==> config.mk <==
export PLATFORM = sky130hd
export DESIGN_NAME = multicycle_sequencer
export DESIGN_NICKNAME = d
export VERILOG_FILES = /design/src/rtl/riscv_pkg.sv /design/src/rtl/mem_wait_timer.sv /design/src/rtl/multicycle_sequencer.sv
export SDC_FILE = /design/constraint.sdc
export NUM_CORES = 1
export LEC_CHECK = 0
export CORE_UTILIZATION = 51
export CTS_BUF_LIST = sky130_fd_sc_hd__clkbuf_2
export DETAILED_ROUTE_END_ITERATION = 8
export PLACE_DENSITY = 0.79
export SLEW_MARGIN = 25
export SYNTH_ARGS = -nofsm -noshare
export SYNTH_HDL_FRONTEND = slang
export SYNTH_SLANG_ARGS = --single-unit
export TNS_END_PERCENT = 5
==> constraint.sdc <==
create_clock -name clk -period 2.9 [get_ports clk]
set_input_delay 0.29 -clock clk [delete_from_list [all_inputs] [get_ports clk]]
set_output_delay 0.29 -clock clk [all_outputs]
set_load 0.05 [all_outputs]
==> src/rtl/riscv_pkg.sv <==
// Shared encodings for the multi-cycle RV32I-subset sequencer.
package riscv_pkg;

  // Opcode field values (IR[6:0])
  localparam logic [6:0] OP_RT  = 7'b0110011;
  localparam logic [6:0] OP_IT  = 7'b0010011;
  localparam logic [6:0] OP_LW  = 7'b0000011;
  localparam logic [6:0] OP_SW  = 7'b0100011;
  localparam logic [6:0] OP_BEQ = 7'b1100011;

  // State encoding
  localparam logic [3:0] ST_FETCH   = 4'd0;
  localparam logic [3:0] ST_DECODE  = 4'd1;
  localparam logic [3:0] ST_EXEC    = 4'd2;
  localparam logic [3:0] ST_ALU_WB  = 4'd3;
  localparam logic [3:0] ST_ADDR    = 4'd4;
  localparam logic [3:0] ST_MEM     = 4'd5;
  localparam logic [3:0] ST_LOAD_WB = 4'd6;
  localparam logic [3:0] ST_BRANCH  = 4'd7;
  localparam logic [3:0] ST_TRAP    = 4'd8;

  typedef enum logic [3:0] {
    S_FETCH   = ST_FETCH,
    S_DECODE  = ST_DECODE,
    S_EXEC    = ST_EXEC,
    S_ALU_WB  = ST_ALU_WB,
    S_ADDR    = ST_ADDR,
    S_MEM     = ST_MEM,
    S_LOAD_WB = ST_LOAD_WB,
    S_BRANCH  = ST_BRANCH,
    S_TRAP    = ST_TRAP
  } state_t;

  // ALU operand selects and operation
  localparam logic       ASRC_PC  = 1'b0;
  localparam logic       ASRC_A   = 1'b1;
  localparam logic [1:0] BSRC_B   = 2'b00;
  localparam logic [1:0] BSRC_4   = 2'b01;
  localparam logic [1:0] BSRC_IMM = 2'b10;
  localparam logic [1:0] ALU_ADD  = 2'b00;
  localparam logic [1:0] ALU_SUB  = 2'b01;
  localparam logic [1:0] ALU_FN   = 2'b10;

  // Trap causes
  localparam logic [1:0] CAUSE_NONE = 2'b00;
  localparam logic [1:0] CAUSE_ILL  = 2'b01;
  localparam logic [1:0] CAUSE_BUS  = 2'b10;

  // Per-state control word; fetch is later qualified by mem_ready
  typedef struct packed {
    logic       mem_req;
    logic       mem_we;
    logic       iord;
    logic       fetch;
    logic       pc_write_cond;
    logic       pc_src;
    logic       alusrc_a;
    logic [1:0] alusrc_b;
    logic [1:0] aluop;
    logic       regwrite;
    logic       memtoreg;
    logic       halted;
  } ctrl_t;

endpackage

==> src/rtl/mem_wait_timer.sv <==
// Counts consecutive unanswered memory-request cycles and flags a timeout
// once WAIT_LIMIT wait cycles have already elapsed without mem_ready.
module mem_wait_timer #(
  parameter int WAIT_LIMIT = 15
) (
  input  logic clk,
  input  logic rst,
  input  logic i_active,
  input  logic i_ready,
  output logic o_timeout
);

  localparam logic [7:0] LIMIT = 8'(WAIT_LIMIT);

  logic [7:0] r_cnt;
  logic       w_waiting;

  assign w_waiting = i_active & ~i_ready;
  // mem_ready in the limit cycle wins, so the flag requires ready low
  assign o_timeout = w_waiting && (r_cnt == LIMIT);

  // Count stalled request cycles; any completion or idle cycle restarts it
  always_ff @(posedge clk or posedge rst) begin
    if (rst)                         r_cnt <= '0;
    else if (w_waiting && !o_timeout) r_cnt <= r_cnt + 8'd1;
    else                             r_cnt <= '0;
  end

endmodule

==> src/rtl/multicycle_sequencer.sv <==
// Control FSM for a multi-cycle RV32I-subset datapath (R-type, ADDI, LW,
// SW, BEQ). Control outputs are registered from the next state, so they
// are all zero in reset and mem_req first rises one cycle after release.
module multicycle_sequencer
  import riscv_pkg::*;
#(
  parameter int WAIT_LIMIT = 15,
  parameter int CNT_W      = 32
) (
  input  logic             clk,
  input  logic             rst,
  input  logic [6:0]       opcode,
  input  logic             mem_ready,
  output logic             mem_req,
  output logic             mem_we,
  output logic             iord,
  output logic             ir_write,
  output logic             pc_write,
  output logic             pc_write_cond,
  output logic             pc_src,
  output logic             alusrc_a,
  output logic [1:0]       alusrc_b,
  output logic [1:0]       aluop,
  output logic             regwrite,
  output logic             memtoreg,
  output logic             halted,
  output logic [1:0]       trap_cause,
  output logic [CNT_W-1:0] instret
);

  state_t           r_state, w_nxt;
  logic [6:0]       r_opcode, w_nxt_op;
  logic [1:0]       r_cause, w_nxt_cause;
  logic [CNT_W-1:0] r_instret;
  ctrl_t            r_ctrl;
  logic             w_retire;
  logic             w_timeout;
  logic             w_done;

  // Control word for a given state; opcode picks the EXEC/MEM flavour
  function automatic ctrl_t decode(input state_t s, input logic [6:0] op);
    ctrl_t c;
    c = '0;
    case (s)
      S_FETCH: begin
        c.mem_req  = 1'b1;
        c.fetch    = 1'b1;
        c.alusrc_a = ASRC_PC;
        c.alusrc_b = BSRC_4;
        c.aluop    = ALU_ADD;
      end
      S_DECODE: begin
        c.alusrc_a = ASRC_PC;
        c.alusrc_b = BSRC_IMM;
        c.aluop    = ALU_ADD;
      end
      S_EXEC: begin
        c.alusrc_a = ASRC_A;
        if (op == OP_RT) begin
          c.alusrc_b = BSRC_B;
          c.aluop    = ALU_FN;
        end else begin
          c.alusrc_b = BSRC_IMM;
          c.aluop    = ALU_ADD;
        end
      end
      S_ALU_WB: c.regwrite = 1'b1;
      S_ADDR: begin
        c.alusrc_a = ASRC_A;
        c.alusrc_b = BSRC_IMM;
        c.aluop    = ALU_ADD;
      end
      S_MEM: begin
        c.mem_req = 1'b1;
        c.iord    = 1'b1;
        c.mem_we  = (op == OP_SW);
      end
      S_LOAD_WB: begin
        c.regwrite = 1'b1;
        c.memtoreg = 1'b1;
      end
      S_BRANCH: begin
        c.alusrc_a      = ASRC_A;
        c.alusrc_b      = BSRC_B;
        c.aluop         = ALU_SUB;
        c.pc_write_cond = 1'b1;
        c.pc_src        = 1'b1;
      end
      S_TRAP:  c.halted = 1'b1;
      default: c = '0;
    endcase
    return c;
  endfunction

  mem_wait_timer #(.WAIT_LIMIT(WAIT_LIMIT)) u_timer (
    .clk       (clk),
    .rst       (rst),
    .i_active  (r_ctrl.mem_req),
    .i_ready   (mem_ready),
    .o_timeout (w_timeout)
  );

  // mem_ready only counts while a request is actually on the bus
  assign w_done = r_ctrl.mem_req & mem_ready;

  // Next-state, opcode capture, trap cause and retire decisions
  always_comb begin
    w_nxt       = r_state;
    w_nxt_op    = r_opcode;
    w_nxt_cause = r_cause;
    w_retire    = 1'b0;
    case (r_state)
      S_FETCH: begin
        if (w_done) w_nxt = S_DECODE;
        else if (w_timeout) begin
          w_nxt       = S_TRAP;
          w_nxt_cause = CAUSE_BUS;
        end
      end
      S_DECODE: begin
        w_nxt_op = opcode;
        case (opcode)
          OP_RT, OP_IT: w_nxt = S_EXEC;
          OP_LW, OP_SW: w_nxt = S_ADDR;
          OP_BEQ:       w_nxt = S_BRANCH;
          default: begin
            w_nxt       = S_TRAP;
            w_nxt_cause = CAUSE_ILL;
          end
        endcase
      end
      S_EXEC: w_nxt = S_ALU_WB;
      S_ALU_WB: begin
        w_nxt    = S_FETCH;
        w_retire = 1'b1;
      end
      S_ADDR: w_nxt = S_MEM;
      S_MEM: begin
        if (w_done) begin
          if (r_opcode == OP_LW) w_nxt = S_LOAD_WB;
          else begin
            w_nxt    = S_FETCH;
            w_retire = 1'b1;
          end
        end else if (w_timeout) begin
          w_nxt       = S_TRAP;
          w_nxt_cause = CAUSE_BUS;
        end
      end
      S_LOAD_WB, S_BRANCH: begin
        w_nxt    = S_FETCH;
        w_retire = 1'b1;
      end
      default: w_nxt = S_TRAP;
    endcase
  end

  // State, registered controls, trap cause and retired-instruction count
  always_ff @(posedge clk or posedge rst) begin
    if (rst) begin
      r_state   <= S_FETCH;
      r_opcode  <= '0;
      r_cause   <= CAUSE_NONE;
      r_instret <= '0;
      r_ctrl    <= '0;
    end else begin
      r_state  <= w_nxt;
      r_opcode <= w_nxt_op;
      r_cause  <= w_nxt_cause;
      r_ctrl   <= decode(w_nxt, w_nxt_op);
      if (w_retire) r_instret <= r_instret + CNT_W'(1);
    end
  end

  assign mem_req       = r_ctrl.mem_req;
  assign mem_we        = r_ctrl.mem_we;
  assign iord          = r_ctrl.iord;
  assign ir_write      = r_ctrl.fetch & mem_ready;
  assign pc_write      = r_ctrl.fetch & mem_ready;
  assign pc_write_cond = r_ctrl.pc_write_cond;
  assign pc_src        = r_ctrl.pc_src;
  assign alusrc_a      = r_ctrl.alusrc_a;
  assign alusrc_b      = r_ctrl.alusrc_b;
  assign aluop         = r_ctrl.aluop;
  assign regwrite      = r_ctrl.regwrite;
  assign memtoreg      = r_ctrl.memtoreg;
  assign halted        = r_ctrl.halted;
  assign trap_cause    = r_cause;
  assign instret       = r_instret;

endmodule

**Yosys cells after proc, flatten, opt, wreduce, memory -nomap -nowiden**

Cells that the tools add are included.

- Mux-type cells: 24
- Reductions and logical operators: 14
- Add/sub/neg operators: 2
- Bitwise operators: 4
- Equal/unequal tests: 27

Operator list:

| cell | count |
|---|---|
| $add 32x1->32 const B | 1 |
| $eq 4x3->1 const B | 8 |
| $eq 7x6->1 const B | 4 |
| $pmux 5 s5 | 1 |
| $pmux 4 s6 | 1 |
| $eq 4x2->1 const B | 4 |
| $mux 4 | 4 |
| $eq 7x2->1 const B | 2 |
| $pmux 4 s3 | 1 |
| $mux 2 | 5 |
| $reduce_or 2->1 | 5 |
| $add 8x1->8 const B | 1 |
| $eq 4x1->1 const B | 2 |
| $eq 8x4->1 const B | 1 |
| $logic_not 4->1 | 2 |
| $mux 8 | 1 |
| $eq 7x5->1 const B | 1 |
| $eq 7x7->1 const B | 1 |
| $mux 1 | 7 |
| $mux 7 | 1 |
| $reduce_or 5->1 | 1 |
| $eq 4x4->1 const B | 1 |
| $ne 2x2->1 const B | 2 |
| $pmux 2 s2 | 1 |
| other kinds (10) | 13 |

- Bits in registers: 67
- Logic and storage cells: 88
- Bits of input ports: 10

**Depth between registers and ports, before layout**

- Word-level depth: 9
- Gate-level depth with buffers: 7
- Mapped depth without buffers: 6

**Modules after synthesis**

Synthesis repeated with hierarchy kept, for this count alone.

- Cell total of the unflattened synthesis: 279
- Area total of the unflattened synthesis: 2,971.6 um2

By module, submodules not included:

| module | cells each | sequential area each (um2) | area an instance (um2) | instances |
|---|---|---|---|---|
| multicycle_sequencer | 240 | 1,426.4 | 2,588.7 | 1 |
| mem_wait_timer | 39 | 200.2 | 382.9 | 1 |

**Least setup slack after synthesis**

No wires, ideal clock.

- Path kind: flip-flop to flip-flop
- Start: register r_ctrl (netlist bit mem_req)
- End: register r_instret[10], in the netlist instret[10]
- Stages on the path, launching flop included: 6
- Path slack: 818 ps
- Path buffers: 0
- Arrival time: 1,938 ps
- Data required time: 2,756 ps
- Setup time: 144 ps
- Period minus slack after synthesis: 2,082 ps
- Cells stage by stage: dfrtp_1 nand2_1 a211oi_2 o21ai_2 or3_1 xnor2_1

- Cells in the longest elaborated chain, start to end: 3

Ends and longest elaborated chain:

| element | RTL line | source |
|---|---|---|
| from (decl) | multicycle_sequencer.sv:35 | `ctrl_t r_ctrl;` |
| from (signal assigned) | multicycle_sequencer.sv:170 | `r_ctrl <= decode(w_nxt, w_nxt_op);` |
| $and 1x1->1 | multicycle_sequencer.sv:104 | `assign w_done = r_ctrl.mem_req & mem_ready;` |
| $mux 1 | multicycle_sequencer.sv:139 | `if (w_done) begin` |
| $pmux 1 s2 | multicycle_sequencer.sv:112 | `case (r_state)` |
| to (signal assigned) | multicycle_sequencer.sv:171 | `if (w_retire) r_instret <= r_instret + CNT_W'(1);` |
| to (decl) | multicycle_sequencer.sv:34 | `logic [CNT_W-1:0] r_instret;` |

Every way passes these cells.
A chain may end at the register's enable or synchronous reset.

**Worst setup path after layout**

- Start: input port mem_ready
- End: output port pc_write

- Cells in the longest elaborated chain, start to end: 1

Ends and longest elaborated chain:

| element | RTL line | source |
|---|---|---|
| from (decl) | multicycle_sequencer.sv:13 | `input logic mem_ready,` |
| $and 1x1->1 | multicycle_sequencer.sv:179 | `assign pc_write = r_ctrl.fetch & mem_ready;` |
| to (decl) | multicycle_sequencer.sv:18 | `output logic pc_write,` |

Every way passes these cells.

==> results.json <==
{
  "yosys-top-cells-area": "dfrtp_1 (53%), xor2_1 (6.0%), xnor2_1 (4.3%)",
  "synth_nets": 288,
  "p_sw_uw": 336.0,
  "design.die.area_mm2": 0.006302,
  "hold_viol": 0,
  "drv_slew": 0,
  "pwr-share-seq": 0.626,
  "hold_buffers": 0,
  "hp-class": "input pin to async pin",
  "antenna_cells": 0,
  "synth-edff-count": 0,
  "syn_area_per_cell_um2": 11.07,
  "yosysTopAreaCellShare": 0.5326,
  "core-area_mm2": 0.005642,
  "max_cap_viol_count": 0,
  "setup_slack_ns": 0.7804,
  "antenna_found_initial": 0,
  "drtPass1Iterations": 4,
  "ys_seq_elements": 65,
  "fin_area_mm2": 0.003799,
  "status": "finished, final reports clean",
  "skew_ns": 0.02793,
  "area_delta_synth_final_pct": 24.38,
  "numCtsBuffers": 9,
  "fin_cells": 415,
  "tightest_slew_ns": 0.6563,
  "yosysWarnings": 0,
  "tns_ns": 0,
  "drc": 0,
  "post_cts_buffers": 0,
  "combPwrFrac": 0.028,
  "htree_levels": 3,
  "ir_drop_mv": 0.2396,
  "gp_congestion": 0.8351,
  "drtAntennaViolNets": 0,
  "cp.arrival_ns": 1.83,
  "pre_cts_slack_ns": 0.5596,
  "drtIter0Drc": 120,
  "path_class": "input pin to output port",
  "syn_inst": 276,
  "placed_cell_area_mm2": 0.003702,
  "clkPwrFrac": 0.346,
  "dp_cells": 401,
  "ys_async_sr_fraction": 1.000,
  "drt_wl_total_um": 5893,
  "crit_fanout": 5,
  "p_sw_frac": 0.2320,
  "p_leak_nw": 1.773,
  "grt_pass1_wl_um": 9936,
  "cp-start-kind": "input pin",
  "maxSlewHeadroom": 0.5618,
  "port_buffers": 58,
  "gr-total-overflow": 0,
  "yosysTopAreaCell": "dfrtp_1",
  "num_rows": 27,
  "internal_power_mw": 1.112,
  "fin_nets": 352,
  "crit_path_end_kind": "output port",
  "start_util": 0.5414,
  "die_x_um": 79.39,
  "clk_pin_slew_ns": 0.19,
  "boundaryPins": 59,
  "grt_max_degree": 35,
  "post-route-period-util": 0.7309,
  "crit_required_ns": 2.61,
  "seq_area_frac_synth": 0.5326,
  "cts_tree": "yes",
  "cts.path.max_buffers": 2,
  "track_usage": 0.2085,
  "yosysUniqueCellTypes": 58,
  "drive_gt1_frac": 0.1341,
  "viasPerCell": 5.354,
  "cts_resized": 0,
  "insertion_delay_ns": 0.48,
  "cts_sinks": 65,
  "period_needed_ns": 2.120,
  "setup-violations-final": 0,
  "grt_pass1_vias": 2125,
  "p_per_area_mw_per_mm2": 381.3,
  "syn_area_mm2": 0.003054,
  "postLayoutCoreUtil": 0.6733,
  "vias": 2222,
  "fmax_ghz": 0.4718,
  "grt_setup_unrepaired": "no",
  "wl_per_cell_um": 14.20,
  "hpwl_um": 4315,
  "synth_ff_type": "dfrtp_1",
  "die_h_um": 79.39,
  "cts_root_buf": "clkbuf_2"
}
cell usage after synthesis, types with 2 or more instances:
library cell / n
buf_6: 2
o21ai_0: 2
a21oi_1: 3
dfrtp_1: 65
clkbuf_1: 2
nand2_1: 20
nor3b_1: 2
nand2b_1: 2
or2_2: 4
inv_1: 19
mux2_2: 5
o2111ai_1: 2
xor2_1: 21
buf_4: 2
nor2b_1: 4
xnor2_1: 15
nand4_1: 6
or3_1: 4
a211o_2: 2
nor4_2: 3
mux2i_1: 3
or4_4: 2
o2111a_1: 2
ha_1: 2
nand3_1: 10
nor3_1: 12
nor2_1: 25
o31ai_1: 2
and3_1: 3
and3b_1: 2
area by class of cell:
class,count,area [um^2]
tap,72,90.09
timing repair buffer,60,608.1
fill,456,1843
inverter,19,71.32
multi-input combinational,185,1306
clock inverter,4,46.29
clock buffer,10,50.05
sequential,65,1627
stage by stage:
step | total power [mW] | hold WS, ns
finish | 1.448 | 0.1939
global route | 1.503 | 0.2111
CTS | 1.460 | 0.1996
detailed placement | 0.9650 | 0.4564
global placement | 0.9644 | 0.4474
floorplan | 0.9403 | 0.3732
power groups by stage:
stage	Clock [mW]	Sequential (mW)	Combinational, mW
final	0.501	0.907	0.0401
after global routing	0.550	0.908	0.0458
after CTS	0.511	0.907	0.0418
after detailed placement	0	0.923	0.0415
after global placement	0	0.923	0.0409
after floorplan	0	0.924	0.0167
cells by family after synthesis:
kind of cell	share of synthesized area
AO/OA/AOI/OAI	0.07578
XOR/XNOR	0.1032
adder cells (fa/ha/maj)	0.008192
buffers and inverters	0.03974
flip-flops	0.5326
multiplexers	0.02827
AND/OR/NAND/NOR	0.2122
flip-flops by register name, summed over array words and instances, names as in the netlist:
signal         count
aluop              2
alusrc_a           1
alusrc_b           1
halted             1
instret           32
iord               1
mem_req            1
mem_we             1
memtoreg           1
pc_src             1
r_ctrl             1
r_opcode           7
r_state            4
regwrite           1
trap_cause         2
u_timer.r_cnt      8
critical path: stages:
cell and delay (ns):
clkdlybuf4s50_1 0.55, and2_1 0.18, clkdlybuf4s50_1 0.81
path summary, 6_finish.rpt:
| check | startpoint | to | slack [ns] | cells after the start |
|---|---|---|---|---|
| setup reg to reg | r_state[1] | aluop[1] | 0.79 | 6 |
| hold reg to reg | instret[31] | instret[31] | 0.48 | 1 |
| setup / recovery | mem_ready | pc_write | 0.78 | 3 |
| hold / removal | rst | iord | 0.19 | 2 |
| max in group asynchronous | rst | instret[26] | 2.09 | 3 |
| min in group clk | opcode[0] | r_opcode[0] | 0.47 | 3 |
placed cells by master, fill, tap and decap left out, types with 6 or more instances in the layout:
| master | n |
|---|---|
| dfrtp_1 | 65 |
| clkdlybuf4s50_1 | 58 |
| nor2_1 | 25 |
| xor2_1 | 21 |
| nand2_1 | 20 |
| inv_1 | 18 |
| xnor2_1 | 15 |
| nor3_1 | 12 |
| nand3_1 | 10 |
| clkbuf_2 | 10 |
| nand4_1 | 6 |
routing by layer:
layer	wire length [um]	global-route usage	vias up
li1	-	-	1078
met4	119	0.09273	0
met5	0	0	-
met1	2746	0.2780	1062
met2	2748	0.3310	69
met3	279	0.04000	13
Note: power is estimated with default switching activity, not from simulation.
